==> src/rtl/bin_stream_serializer_pkg.sv <==
// Shared constants for the bin averager datapath: default frame geometry and
// the serializer's IDLE/SEND state encoding.
package bin_stream_serializer_pkg;

    localparam int unsigned DefaultN    = 16;
    localparam int unsigned DefaultBins = 4;

    localparam logic [0:0] StIdle = 1'b0;
    localparam logic [0:0] StSend = 1'b1;

endpackage

==> src/rtl/bin_stream_serializer.sv <==
// Captures one averaged frame into a shadow register and streams its bins out
// one word per accepted beat, with sof/eof/bin sideband and a drop counter.
module bin_stream_serializer
    import bin_stream_serializer_pkg::*;
#(
    parameter int unsigned N      = DefaultN,
    parameter int unsigned BINS   = DefaultBins,
    parameter int unsigned DROP_W = 16,
    localparam int unsigned BW    = (BINS > 1) ? $clog2(BINS) : 1
) (
    input  logic                     clk,
    input  logic                     areset,
    input  logic [BINS-1:0][N-1:0]   in_data,
    input  logic                     in_valid,
    output logic                     in_ready,
    output logic [N-1:0]             out_data,
    output logic                     out_valid,
    input  logic                     out_ready,
    output logic                     out_sof,
    output logic                     out_eof,
    output logic [BW-1:0]            out_bin,
    output logic [DROP_W-1:0]        drop_count
);

    localparam logic [BW-1:0]     LastBin = BW'(BINS - 1);
    localparam logic [BW-1:0]     BinOne  = BW'(1);
    localparam logic [DROP_W-1:0] DropOne = DROP_W'(1);

    logic [0:0]                state_q, state_d;
    logic [BINS-1:0][N-1:0]    shadow_q, shadow_d;
    logic [BW-1:0]             bin_q, bin_d;
    logic [DROP_W-1:0]         drop_q, drop_d;
    logic                      sending;
    logic                      last_beat;
    logic                      beat_accept;
    logic                      capture;

    assign sending     = (state_q == StSend);
    assign last_beat   = sending && (bin_q == LastBin);
    assign beat_accept = sending && out_ready;
    // A new frame may only enter as the final beat of the current one leaves.
    assign in_ready    = !sending || (beat_accept && last_beat);
    assign capture     = in_valid && in_ready;

    assign out_valid  = sending;
    assign out_sof    = sending && (bin_q == '0);
    assign out_eof    = last_beat;
    assign out_bin    = bin_q;
    assign drop_count = drop_q;

    always_comb begin
        out_data = '0;
        if (sending) begin
            for (int i = 0; i < BINS; i++) begin
                if (bin_q == BW'(i)) begin
                    out_data = shadow_q[i];
                end
            end
        end
    end

    always_comb begin
        state_d  = state_q;
        shadow_d = shadow_q;
        bin_d    = bin_q;
        if (capture) begin
            state_d  = StSend;
            shadow_d = in_data;
            bin_d    = '0;
        end else if (beat_accept) begin
            if (last_beat) begin
                state_d = StIdle;
                bin_d   = '0;
            end else begin
                bin_d = bin_q + BinOne;
            end
        end
    end

    always_comb begin
        drop_d = drop_q;
        if (in_valid && !in_ready && (drop_q != '1)) begin
            drop_d = drop_q + DropOne;
        end
    end

    always_ff @(posedge clk or posedge areset) begin
        if (areset) begin
            state_q  <= StIdle;
            shadow_q <= '0;
            bin_q    <= '0;
            drop_q   <= '0;
        end else begin
            state_q  <= state_d;
            shadow_q <= shadow_d;
            bin_q    <= bin_d;
            drop_q   <= drop_d;
        end
    end

endmodule

==> config.mk <==
export PLATFORM = sky130hd
export DESIGN_NAME = bin_stream_serializer
export DESIGN_NICKNAME = d
export VERILOG_FILES = /design/src/rtl/bin_stream_serializer_pkg.sv /design/src/rtl/bin_stream_serializer.sv
export SDC_FILE = /design/constraint.sdc
export NUM_CORES = 1
export LEC_CHECK = 0
export CAP_MARGIN = 25
export CORE_MARGIN = 4
export CORE_UTILIZATION = 30
export DETAILED_ROUTE_END_ITERATION = 16
export GPL_TIMING_DRIVEN = 0
export HOLD_SLACK_MARGIN = 0.1
export PLACE_DENSITY = 0.67
export SYNTH_ARGS = -nofsm -noshare
export SYNTH_HDL_FRONTEND = slang
export SYNTH_SLANG_ARGS = --single-unit
==> constraint.sdc <==
create_clock -name clk -period 2.52 [get_ports clk]
set_input_delay 0.504 -clock clk [delete_from_list [all_inputs] [get_ports clk]]
set_output_delay 0.504 -clock clk [all_outputs]
set_load 0.02 [all_outputs]
==> out/results.ini, run 1 <==
[setup_path]
critPathRequiredTime_ns = 2.02
cp_max_fo = 5
critical-path-max-stage-delay_ns = 0.45
rrSetupSlack_ns = 0.20
crit_chain = inv_4 > ha_4 > nor2b_4 > buf_8 > a221oi_2 > o31ai_1 > and2_1 > buf_4
start_kind = flop
r2r_cells = 7
r2r-end = shadow_q[4]
cp_top_family = flip-flops
crit_type = flop to primary output
cpMaxStageDelayCell = dfrtp_2
arrival_ns = 1.96
r2r-start = out_bin[0]
cp-end-kind = primary output
cp_num_buf_inv = 3

[finish]
final_cell_mix = 87 x clkdlybuf4s50_1, 81 x dfrtp_1, 65 x mux2_2, 37 x nand2_1
drive_gt1_share_pct = 31.7
finalCoreUtilization_pct = 45.4
register_area_um2 = 2080
fin_nets = 534
fillers = 1188
multi_input_area_um2 = 1940
syn_to_final_growth_pct = 45.9
fin_cells = 635
antenna_cells = 0
mostFrequentLayoutCell = clkdlybuf4s50_1

[global_routing]
grt_max_degree = 42
grt_pass1_wl_mm = 16.7
grt_pass1_vias = 3226
overflow = 0
antenna_found_initial = 0
track_usage_pct = 14.5

[detailed_routing]
drt_first_pass_iters = 4
drtAntennaViolNets = 0
drt_wl_total_mm = 10.7
wl_met2_mm = 5.04
dr_wl_met3_um = 684
viasPerCell = 4.73
drt-met1-wl_mm = 4.71
drc = 0
initialDrtViolationCount = 164
wire_per_inst_um = 16.8
top_layer_used = met4
num_vias = 3002

[job]
drv_cap = 0

[timing]
fin_crit_sh_pct = 98.0
rsz0062_at_grt = yes
hold_viol = 0
max_freq_mhz = 405
fin_hold_ws_ns = 0.494
setup_viol = 0
worst_pin_slew_ns = 0.544
maxSlewViolCount = 0
slew_headroom_pct = 63.4
finalCriticalPeriod_ns = 2.47
setup_tns_ns = 0
finClkSkew_ns = 0.00332

[place]
dp_cells = 617
finalWeightedCongestion = 0.831
portBuffers = 105
dpl.hpwl_mm = 7.89

[floorplan]
die_y_um = 123
io_pins = 106
die_w_um = 123
rows = 41
dieArea_um2 = 15100
fp.coreArea_um2 = 12800
start_util_pct = 31.1

[pwr]
powerDensity_nw_per_um2 = 1240
power_leakage_nw = 2.49
ir_drop_mv = 0.589

[outcome]
status = finished, final reports clean

[clocking]
cts_root_buf = clkbuf_16
cts_tree = done
cts_hold_buf = 0
clk-insertion-delay-late_ns = 0.34
cts_sinks = 83
cts_max_level = 3
cts_buffer_depth = 2
cts_buffers = 9
clk_pin_slew_ns = 0.06

[hold_path]
hold_path_class = input pin to asynchronous set/reset pin

[yosys]
synth.area.top_cells = dfrtp_1 52%, mux2_2 18%, nand2_1 3.5%, a221oi_1 2.4%, o31ai_1 2.3%
syn-cell-area_um2 = 3970
synth_seq_cells = 83
syn_nets = 411
synth.distinct_cells = 34
synth_cells = 338
netlist.area_leader.share_pct = 52.3
yosysTopAreaCell = dfrtp_1
yosysSeqAreaShare_pct = 52.3
ys_warn_count = 0
syn-mean-instance-area_um2 = 11.7

registers in the layout, summed over array words and instances (netlist names):
name / cells
out_valid: 1
shadow_q: 64
out_bin: 2
drop_count: 16
routing by layer:
layer | vias up | GRT usage (%)
met1 | 1462 | 18.3
met3 | 17 | 4.30
li1 | 1447 | -
met2 | 76 | 23.5
met5 | - | 0
met4 | 0 | 5.61
synthesized netlist by cell type:
master / count
dfrtp_1: 83
mux2_2: 65
nand2_1: 37
o21ai_0: 14
and2_1: 13
nor2b_1: 12
o31ai_1: 12
a221oi_1: 11
clkbuf_1: 11
inv_1: 10
xor2_1: 10
a21oi_1: 6
buf_2: 6
nor3_1: 6
a21boi_0: 5
ha_1: 5
nand3_1: 5
nand4_1: 5
mux2_1: 3
and4_1: 2
nor2_1: 2
nor2_2: 2
nor4_1: 2
a21boi_4: 1
a22o_1: 1
and3_1: 1
buf_6: 1
inv_2: 1
nor3b_1: 1
nor4_4: 1
nor4b_1: 1
o21a_1: 1
or4_4: 1
xnor2_1: 1
worst reg2reg max path, stage by stage (launching register included):
cell and delay [ns]:
dfrtp_2 0.45, ha_1 0.22, buf_6 0.15, a21boi_4 0.20, inv_2 0.07, nand2_1 0.36, buf_2 0.37, mux2_2 0.38
where the power goes:
part | leakage, nW | total, mW | switching, mW | internal (mW)
registers | 1.01 | 2.37 | 0.437 | 1.93
clock network | 0.137 | 1.24 | 0.500 | 0.745
logic | 1.34 | 3.56 | 1.70 | 1.86
logic make-up after synthesis:
group                    share of synthesized area, %
AND/OR/NAND/NOR                                  12.3
flip-flops                                       52.3
AO/OA/AOI/OAI                                    9.04
multiplexers                                     19.3
adder cells (fa/ha/maj)                          1.58
XOR/XNOR                                         2.43
buffers and inverters                            3.12
area by class of cell:
type | count | area share (%)
buffer | 18 | 2.20
clock buffer | 9 | 3.89
clock inverter | 4 | 0.778
inverter | 11 | 0.864
multi-input combinational | 226 | 33.5
sequential | 83 | 35.9
tap | 172 | 3.71
timing repair buffer | 112 | 19.2
what timing repair did:
item | 4_1_cts | 5_1_grt
setup endpoints to repair | 17 | 17
cloned | 1 | 0
resized for setup | 120 | 32
setup buffers | 2 | 2
pin swaps | 4 | 18
per-stage QoR:
stage                     setup WS [ns]  area, µm²  total power, mW
after floorplan                   0.163       3980             4.20
after global placement           -0.632       5240             5.39
after detailed placement         -0.674       5280             5.50
after CTS                       -0.0495       5670             6.95
after global routing            -0.0765       5790             7.62
final                            0.0514       5790             7.17
worst max-delay path by stage:
stage	startpoint	endpoint	slack, ns	depth (start not counted)
floorplan	out_bin[0]	out_data[4]	0.16	7
global placement	out_bin[0]	out_data[5]	-0.63	8
detailed placement	out_bin[0]	out_data[5]	-0.67	8
CTS	out_bin[1]	out_data[6]	-0.05	8
global route	out_bin[0]	out_data[2]	-0.08	8
finish	out_bin[0]	out_data[1]	0.05	8
No activity file was read; power rests on OpenSTA's default activity.
==> inputs of run 2 (changes only) <==
--- a/config.mk
+++ b/config.mk
@@ -9,9 +9,9 @@
 export CORE_MARGIN = 4
 export CORE_UTILIZATION = 30
 export DETAILED_ROUTE_END_ITERATION = 16
-export GPL_TIMING_DRIVEN = 0
 export HOLD_SLACK_MARGIN = 0.1
 export PLACE_DENSITY = 0.67
+export SETUP_SLACK_MARGIN = 0.15
 export SYNTH_ARGS = -nofsm -noshare
 export SYNTH_HDL_FRONTEND = slang
 export SYNTH_SLANG_ARGS = --single-unit
==> run 2 against run 1 <==
Net effect:
- die area unchanged
- register-to-register slack improved by 0.06 ns
- critical path depth did not move
- via count is 2.5% higher
- final area up 4.1%
- sequential cell count did not move
- count of clock-buffer cells in the layout unchanged
- critical path type unchanged
- combinational power is 10% higher
- routed wire length increased by 1.9%
==> out/results.ini, run 2 (synthesized netlist as in run 1, its figures left out) <==
[timing]
setup_viol = 0  ; unchanged
hold_viol = 0  ; unchanged
fin_crit_sh_pct = 96.7  ; -1.3 points
finalCriticalPeriod_ns = 2.44  ; -0.0322 ns
worst_pin_slew_ns = 0.544  ; -0.000304 ns
max_freq_mhz = 410  ; +1.3%
rsz0062_at_grt = yes
fin_hold_ws_ns = 0.505  ; +0.0105 ns
slew_headroom_pct = 63.5  ; about the same
finClkSkew_ns = 0.00648  ; +0.00316 ns
maxSlewViolCount = 0  ; unchanged

[floorplan]
die_y_um = 123  ; unchanged
die_w_um = 123  ; unchanged
dieArea_um2 = 15100  ; unchanged
io_pins = 106  ; unchanged
fp.coreArea_um2 = 12800  ; unchanged
rows = 41  ; unchanged
start_util_pct = 31.1  ; unchanged

[global_routing]
antenna_found_initial = 0  ; unchanged
grt_max_degree = 84  ; +100%
grt_pass1_wl_mm = 17.1  ; +2.6%
overflow = 0  ; unchanged
track_usage_pct = 14.8  ; +0.28 points
grt_pass1_vias = 3268  ; +1.3%

[detailed_routing]
wire_per_inst_um = 17.1  ; +1.8%
initialDrtViolationCount = 148  ; -9.8%
drc = 0  ; unchanged
drtAntennaViolNets = 0  ; unchanged
drt_first_pass_iters = 4  ; unchanged
viasPerCell = 4.84  ; +2.3%
num_vias = 3077  ; +2.5%
drt_wl_total_mm = 10.9  ; +1.9%

[job]
drv_cap = 0  ; unchanged

[hold_path]
hold_path_class = flop to flop

[pwr]
powerDensity_nw_per_um2 = 1270  ; +2.3%
ir_drop_mv = 0.628  ; +6.6%
power_mw = 7.64  ; +6.5%
power_leakage_nw = 2.57  ; +3.3%

[clocking]
cts_buffer_depth = 2  ; unchanged
cts_hold_buf = 0  ; unchanged
cts_tree = done
cts_max_level = 3  ; unchanged
cts_buffers = 9  ; unchanged
clk-insertion-delay-late_ns = 0.34  ; about the same
cts_sinks = 83  ; unchanged
cts_root_buf = clkbuf_16
clk_pin_slew_ns = 0.06  ; about the same

[place]
finalWeightedCongestion = 0.827  ; -0.54%
dpl.hpwl_mm = 7.21  ; -8.6%
portBuffers = 105  ; unchanged
dp_cells = 615  ; -0.32%

[finish]
drive_gt1_share_pct = 35.1  ; +3.4 points
finalCoreUtilization_pct = 47.2  ; +1.9 points
syn_to_final_growth_pct = 51.9
fillers = 1122  ; -5.6%
fin_nets = 532  ; -0.37%
largest_reg_flops = 64  ; unchanged
final_cell_mix = 86 x clkdlybuf4s50_1, 83 x dfrtp_1, 65 x mux2_2, 36 x nand2_1
antenna_cells = 0  ; unchanged
mostFrequentLayoutCell = clkdlybuf4s50_1
top_register = shadow_q
fin_cells = 636  ; +0.16%

[setup_path]
start_kind = flop
critPathRequiredTime_ns = 2.02  ; about the same
rrSetupSlack_ns = 0.26  ; +0.06 ns
cp_max_fo = 8  ; +3
crit_type = flop to primary output
cp-end-kind = primary output
arrival_ns = 1.93  ; -0.03 ns

[outcome]
status = finished, final reports clean

[run 2: path summary, 6_finish.rpt]
kind | from | endpoint | cells past startpoint
min reg2reg | shadow_q[63] | shadow_q[63] | 1
max | out_bin[0] | out_data[4] | 8
max reg2reg | out_bin[0] | drop_count[10] | 8
min in group asynchronous | areset | shadow_q[11] | 3
min | shadow_q[63] | shadow_q[63] | 1
max in group asynchronous | areset | shadow_q[23] | 3
[run 2: per-stage QoR]
| step | area (µm²) | setup WS [ns] | TNS [ns] |
|---|---|---|---|
| finish | 6030 | 0.0837 | 0 |
| floorplan | 3980 | 0.163 | 0 |
| global placement | 5370 | -0.0405 | -0.345 |
| CTS | 5850 | 0.0845 | 0 |
| global route | 6030 | -0.00759 | -0.0149 |
| detailed placement | 5370 | -0.0945 | -0.850 |
[run 2: repair_timing]
action	4_1_cts	5_1_grt
cloned	3	2
resized for setup	127	35
setup endpoints to repair	19	17
pin swaps	25	9
setup buffers	0	0
[run 2: final cells by class]
type                    instances  area (µm²)  share of cell area (%)
multi-input cells             226        2000                    33.1
repair buffers                128        1400                    23.2
flip-flops and latches         83        2080                    34.4
clock buffers                   9         225                    3.73
clock inverters                 7        76.3                    1.27
inverters                      11        45.0                   0.747
well taps                     172         215                    3.57
[run 2: report_power, final]
part	total [mW]	internal [mW]	switching [mW]
Combinational	3.92	2.16	1.76
Clock	1.32	0.774	0.550
Sequential	2.39	1.93	0.466
Total	7.64	4.86	2.78
[run 2: critical path: stages, from the launching register on]
cell	delay [ns]
dfrtp_1	0.40
inv_2	0.08
buf_6	0.12
ha_4	0.20
clkbuf_16	0.18
a221oi_2	0.24
o31ai_2	0.08
and2_1	0.17
buf_6	0.13
[run 2: metal layers]
layer / vias up / GRT usage (%) / share of wire [%]
li1: 1448 / - / -
met1: 1516 / 19.1 / 44
met2: 98 / 23.1 / 47
met3: 15 / 4.48 / 7.3
met4: 0 / 6.23 / 1.7
met5: - / 0 / 0
==> inputs of run 3 (changes only) <==
--- a/config.mk
+++ b/config.mk
@@ -8,6 +8,7 @@
 export CAP_MARGIN = 25
 export CORE_MARGIN = 4
 export CORE_UTILIZATION = 30
+export CTS_CLUSTER_DIAMETER = 60
 export DETAILED_ROUTE_END_ITERATION = 16
 export HOLD_SLACK_MARGIN = 0.1
 export PLACE_DENSITY = 0.67
==> constraint.sdc (replaced) <==
create_clock -name clk -period 2.52 [get_ports clk]
set_input_delay 0.504 -clock clk [delete_from_list [all_inputs] [get_ports clk]]
set_output_delay 0.504 -clock clk [all_outputs]
set_load 0.1 [all_outputs]
==> run 3 against run 2 <==
Net effect:
- the flow now finishes with violations (negative setup slack)
- worst hold slack worse by 0.0011 ns
- die area stayed put
- critical path depth stayed put
- register-to-register slack worse by 0.14 ns
- global-route usage is 0.60 points higher
- critical path type unchanged
==> out/results.ini, run 3 (synthesized netlist as in run 1, its figures left out) <==
[place]
dpl.hpwl_mm = 7.73  ; +7.1%
portBuffers = 105  ; unchanged
finalWeightedCongestion = 0.818  ; -0.99%
pre_cts_ws_ns = 0.0891  ; +0.184 ns
dp_cells = 611  ; -0.65%

[clocking]
cts_sinks = 83  ; unchanged
cts_hold_buf = 0  ; unchanged
cts_root_buf = clkbuf_16
clk-insertion-delay-late_ns = 0.35  ; about the same
clk_pin_slew_ns = 0.06  ; about the same
cts_buffers = 9  ; unchanged
cts_buffer_depth = 2  ; unchanged
cts_max_level = 3  ; unchanged
cts_tree = done

[setup_path]
arrival_ns = 2.13  ; +0.20 ns
cp-end-kind = primary output
cp_max_fo = 11  ; +3
start_kind = flop
critPathRequiredTime_ns = 2.02  ; about the same
crit_type = flop to primary output

[timing]
setup_ws_ns = -0.112  ; -0.195 ns
worst_pin_slew_ns = 0.579  ; +0.0351 ns
fin_crit_sh_pct = 104  ; +7.7 points
finalCriticalPeriod_ns = 2.63  ; +0.195 ns
slew_headroom_pct = 61.1  ; -2.4 points
hold_viol = 0  ; unchanged
setup_viol = 14  ; +14
max_freq_mhz = 380  ; -7.4%
finClkSkew_ns = 0.00964  ; +0.00317 ns
rsz0062_at_grt = yes
maxSlewViolCount = 0  ; unchanged

[floorplan]
die_y_um = 123  ; unchanged
dieArea_um2 = 15100  ; unchanged
die_w_um = 123  ; unchanged
rows = 41  ; unchanged
io_pins = 106  ; unchanged
fp.coreArea_um2 = 12800  ; unchanged
start_util_pct = 31.1  ; unchanged

[global_routing]
track_usage_pct = 15.4  ; +0.60 points
grt_pass1_vias = 3312  ; +1.3%
overflow = 0  ; unchanged
antenna_found_initial = 0  ; unchanged
grt_pass1_wl_mm = 17.7  ; +3.2%
grt_max_degree = 68  ; -19%

[job]
drv_cap = 0  ; unchanged

[detailed_routing]
drtAntennaViolNets = 0  ; unchanged
viasPerCell = 4.88  ; +0.88%
num_vias = 3153  ; +2.5%
initialDrtViolationCount = 120  ; -19%
wire_per_inst_um = 17.4  ; +1.7%
drt_first_pass_iters = 6  ; +2
drt_wl_total_mm = 11.2  ; +3.3%
drc = 0  ; unchanged

[finish]
largest_reg_flops = 64  ; unchanged
antenna_cells = 0  ; unchanged
final_cell_mix = 76 x dfrtp_1, 67 x clkdlybuf4s50_1, 65 x mux2_2, 38 x buf_4, 36 x nand2_1
fin_cells = 646  ; +1.6%
syn_to_final_growth_pct = 59.4
top_register = shadow_q
mostFrequentLayoutCell = dfrtp_1
fin_nets = 543  ; +2.1%
drive_gt1_share_pct = 45.8  ; +11 points

[outcome]
violations = negative setup slack
status = finished with violations

[hold_path]
hold_path_class = input pin to asynchronous set/reset pin

-- run 3: cell count changes in the layout (fill, tap and decap cells not counted), moves of 5 or more --
cell	previous run	this run
and2_1	12	1
buf_4	14	38
and2_4	1	8
a21boi_1	5	0
o21ai_2	0	5
dfrtp_2	0	5
nor2b_4	9	3
o21ai_0	11	6
a21boi_4	1	6
buf_12	7	26
buf_6	14	5
nor2b_1	3	9
clkdlybuf4s50_1	86	67
dfrtp_1	83	76
-- run 3: metrics by stage --
stage / TNS, ns / util, % / cell area [µm²] / hold slack [ns]
after detailed placement: 0 / 43.8 / 5600 / 0.494
after global routing: -1.76 / 49.5 / 6330 / 0.514
final: -0.647 / 49.5 / 6330 / 0.504
after CTS: -0.891 / 48.6 / 6200 / 0.505
after floorplan: -2.15 / - / 4120 / 0.479
after global placement: 0 / 43.8 / 5600 / 0.488
-- run 3: worst max-delay path, stage by stage, from the launching register on --
cell and delay [ns]:
dfrtp_4 0.46, inv_4 0.06, buf_12 0.12, ha_4 0.20, buf_12 0.16, nor2b_1 0.13
o31ai_1 0.27, and2_4 0.20, buf_12 0.17
-- run 3: metal layers --
| metal | wire [µm] | part of all wire (%) | global-route usage (%) |
|---|---|---|---|
| met1 | 4730 | 42 | 19.4 |
| met4 | 117 | 1.0 | 5.19 |
| met3 | 646 | 5.8 | 4.62 |
| met2 | 5730 | 51 | 25.3 |
| met5 | 0 | 0 | 0 |
-- run 3: area by class of cell --
type                    count  area [µm²]
fillers                  1122        6440
multi-input cells         226        2100
clock buffers              11         243
flip-flops and latches     83        2090
clock inverters             4        27.5
well taps                 172         215
inverters                  11        55.1
repair buffers            139        1600
-- run 3: final timing paths --
check,start,to,slack [ns],cells after the start
setup / recovery,out_bin[0],out_data[1],-0.11,8
hold / removal,areset,drop_count[4],0.50,2
setup reg to reg,out_bin[0],drop_count[12],0.12,8
hold reg to reg,shadow_q[59],shadow_q[59],0.50,1
max in group asynchronous,areset,shadow_q[62],1.34,3
min in group clk,shadow_q[59],shadow_q[59],0.50,1
-- run 3: timing repair --
action / 4_1_cts / 5_1_grt
setup endpoints to repair: 16 / 86
pin swaps: 13 / 11
resized for setup: 45 / 18
buffers inserted: 11 / 7
gates cloned: 2 / 0
Power of run 3 is left out: the tool's default activity adds up to more than one toggle a clock period on the data nets, which glitch-free logic cannot reach.
==> patch: new RTL, settings of run 2 <==
Register the output `drop_count` once more, cleared by the reset; this adds one clock of latency there. The other outputs are not delayed to match.
--- a/src/rtl/bin_stream_serializer.sv
+++ b/src/rtl/bin_stream_serializer.sv
@@ -48,3 +48,9 @@
     assign out_bin    = bin_q;
-    assign drop_count = drop_q;
+    always_ff @(posedge clk or posedge areset) begin
+        if (areset) begin
+            drop_count <= '0;
+        end else begin
+            drop_count <= drop_q;
+        end
+    end
 
Behaviour: not the same (a bounded check fails within 4 cycles, from zero or initial values and one cycle with areset high).
==> patch against run 2 <==
- the run now ends with setup timing left
- routed wire length rose by 13%
- power rose by 12%
- synthesized area rose by 8.9%
- fmax fell by 5.3%
- sequential cell count rose by 16
- final area rose by 7.9%
- critical path depth rose by 2
- worst setup slack got worse by 0.14 ns
- largest cell class unchanged
- highest routed layer unchanged
==> patch: results (changes against run 2) <==
[finish]
layout-drive-gt1-share = 0.255  ; was 0.351
diodes = 0  ; unchanged
top_regs = shadow_q x64, drop_count x16, drop_q x16
nNetsFinal = 531  ; was 532

[drt]
postRouteWirelength_um = 12300  ; was 10900 um
via_per_inst = 4.88  ; was 4.84
drt_iter0_drc = 162  ; was 148

[clock_tree]
cts_buffer_depth = 2  ; unchanged
clock_insertion_delay_worst_skew_ns = 0.35
clkSlewWorstSetupHoldPaths_ns = 0.07
htreeDepth = 3  ; unchanged

[run_status]
violations = setup timing
outcome = finished with violations  ; was finished clean

[min_path]
hp-class = reg -> reg  ; unchanged

[logic_synthesis]
synth_common_cells = 99 x dfrtp_1, 65 x mux2_1, 30 x nor2b_1, 18 x a21oi_1  ; was 83 x dfrtp_1, 65 x mux2_2, 37 x nand2_1, 14 x o21ai_0, 13 x and2_1
synth_nets = 406  ; was 411
ys_warn_count = 0  ; unchanged
synth_cell_types = 33  ; was 34
synth_compound_area_frac = 0.0611  ; was 0.0904
synth-seq-area-share = 0.573  ; was 0.523
synthTopCellsByArea = dfrtp_1 57%, mux2_1 17%, nor2b_1 4.3%  ; was dfrtp_1 52%, mux2_2 18%, nand2_1 3.5%
synthAdderAreaFrac = 0.0145  ; was 0.0158
synthXorXnorAreaFrac = 0.0304  ; was 0.0243
muxShareOfSynthArea = 0.172  ; was 0.193

[grt]
met1_usage = 0.177  ; was 0.191
first_global_vias = 3400  ; was 3268
grt_pass1_wl_um = 18400  ; was 17100 um
grt_max_degree = 100  ; was 84
grt_usage = 0.147  ; was 0.148
use_met3 = 0.0546  ; was 0.0448
met2_usage = 0.247  ; was 0.231

[sta]
setup_viol = 4  ; was 0
slew_headroom = 0.645  ; was 0.635
setup_ws_ns = -0.0518  ; was 0.0837 ns
tns_ns = -0.0987  ; was 0 ns
finalClockSkew_ns = 0.0115  ; was 0.00648 ns

[pwr]
power.leakage_uw = 0.00275  ; was 0.00257 uW
ir_worst_vdd_uv = 649  ; was 628 uV
p_sw_uw = 3160  ; was 2780 uW

[place]
place.gp.congestion = 0.844  ; was 0.827
dpl_worst_slack_ns = -0.207  ; was -0.0945 ns
dp_hpwl_um = 8080  ; was 7210 um

[worst_setup_path]
cp_data_arrival_time_ns = 2.07  ; was 1.93 ns
cp_max_fo = 4  ; was 8

patch: cells by family (layout without fill, tap and decap cells):
family                   count (synthesis)  in the layout
AND/OR/NAND/NOR                         87             87
XOR/XNOR                                15             15
adder cells (fa/ha/maj)                  5              5
AO/OA/AOI/OAI                           38             38
buffers and inverters                   23            153
flip-flops                              99             99
multiplexers                            66             66
patch: stage by stage:
step	cells	area, um^2	util	hold WS, ns
2_1_floorplan	333	4350	-	0.387
3_3_place_gp	616	5670	0.405	0.419
3_5_place_dp	616	5670	0.405	0.429
4_1_cts	640	6340	0.453	0.444
5_1_grt	643	6510	0.465	0.460
6_report	643	6510	0.465	0.432
patch: final timing paths:
check / from / end / slack, ns / cells past startpoint
min reg2reg: drop_q[15]$_DFFE_PP0P_ / drop_count[15]$_DFF_PP0_ / 0.43 / 0
max: out_bin[0]$_DFFE_PP0P_ / out_data[15] / -0.05 / 10
min: drop_q[15]$_DFFE_PP0P_ / drop_count[15]$_DFF_PP0_ / 0.43 / 0
max reg2reg: out_bin[0]$_DFFE_PP0P_ / drop_q[1]$_DFFE_PP0P_ / 0.26 / 8
min in group asynchronous: areset / shadow_q[8]$_DFFE_PP0P_ / 0.66 / 3
max in group asynchronous: areset / drop_q[13]$_DFFE_PP0P_ / 1.45 / 3
patch: what timing repair did:
action | 4_1_cts | 5_1_grt
endpoints found under the setup margin | 18 | 17
resized for setup | 146 | 25
pin swaps | 15 | 13
cloned | 4 | 3
setup buffers | 4 | 0
patch: final cells by class:
cell class,count,area (um^2)
timing repair buffer,133,1390
fill,1261,7480
tap,180,225
clock inverter,7,114
sequential,99,2480
clock buffer,9,225
multi-input combinational,211,2050
inverter,4,18.8
patch: routing by layer:
layer  up-vias  wire length, um
met5         -                0
met1      1575             4950
met4         0              331
li1       1425                -
met2       115             5870
met3        25             1120
patch: power by group through the flow:
stage | sequential [uW] | clock [uW] | combinational, uW
floorplan | 2610 | 0 | 1910
global placement | 2640 | 0 | 3230
detailed placement | 2660 | 0 | 3310
CTS | 2710 | 1600 | 3900
global route | 2820 | 1660 | 4500
finish | 2760 | 1570 | 4210
patch: critical path, stage by stage, from the launching register on:
cell,delay (ns)
dfrtp_1,0.41
buf_6,0.13
ha_4,0.17
nor2b_4,0.15
buf_6,0.11
buf_6,0.12
a221oi_2,0.06
nor3_1,0.16
a21oi_1,0.08
nor2b_1,0.14
buf_4,0.17
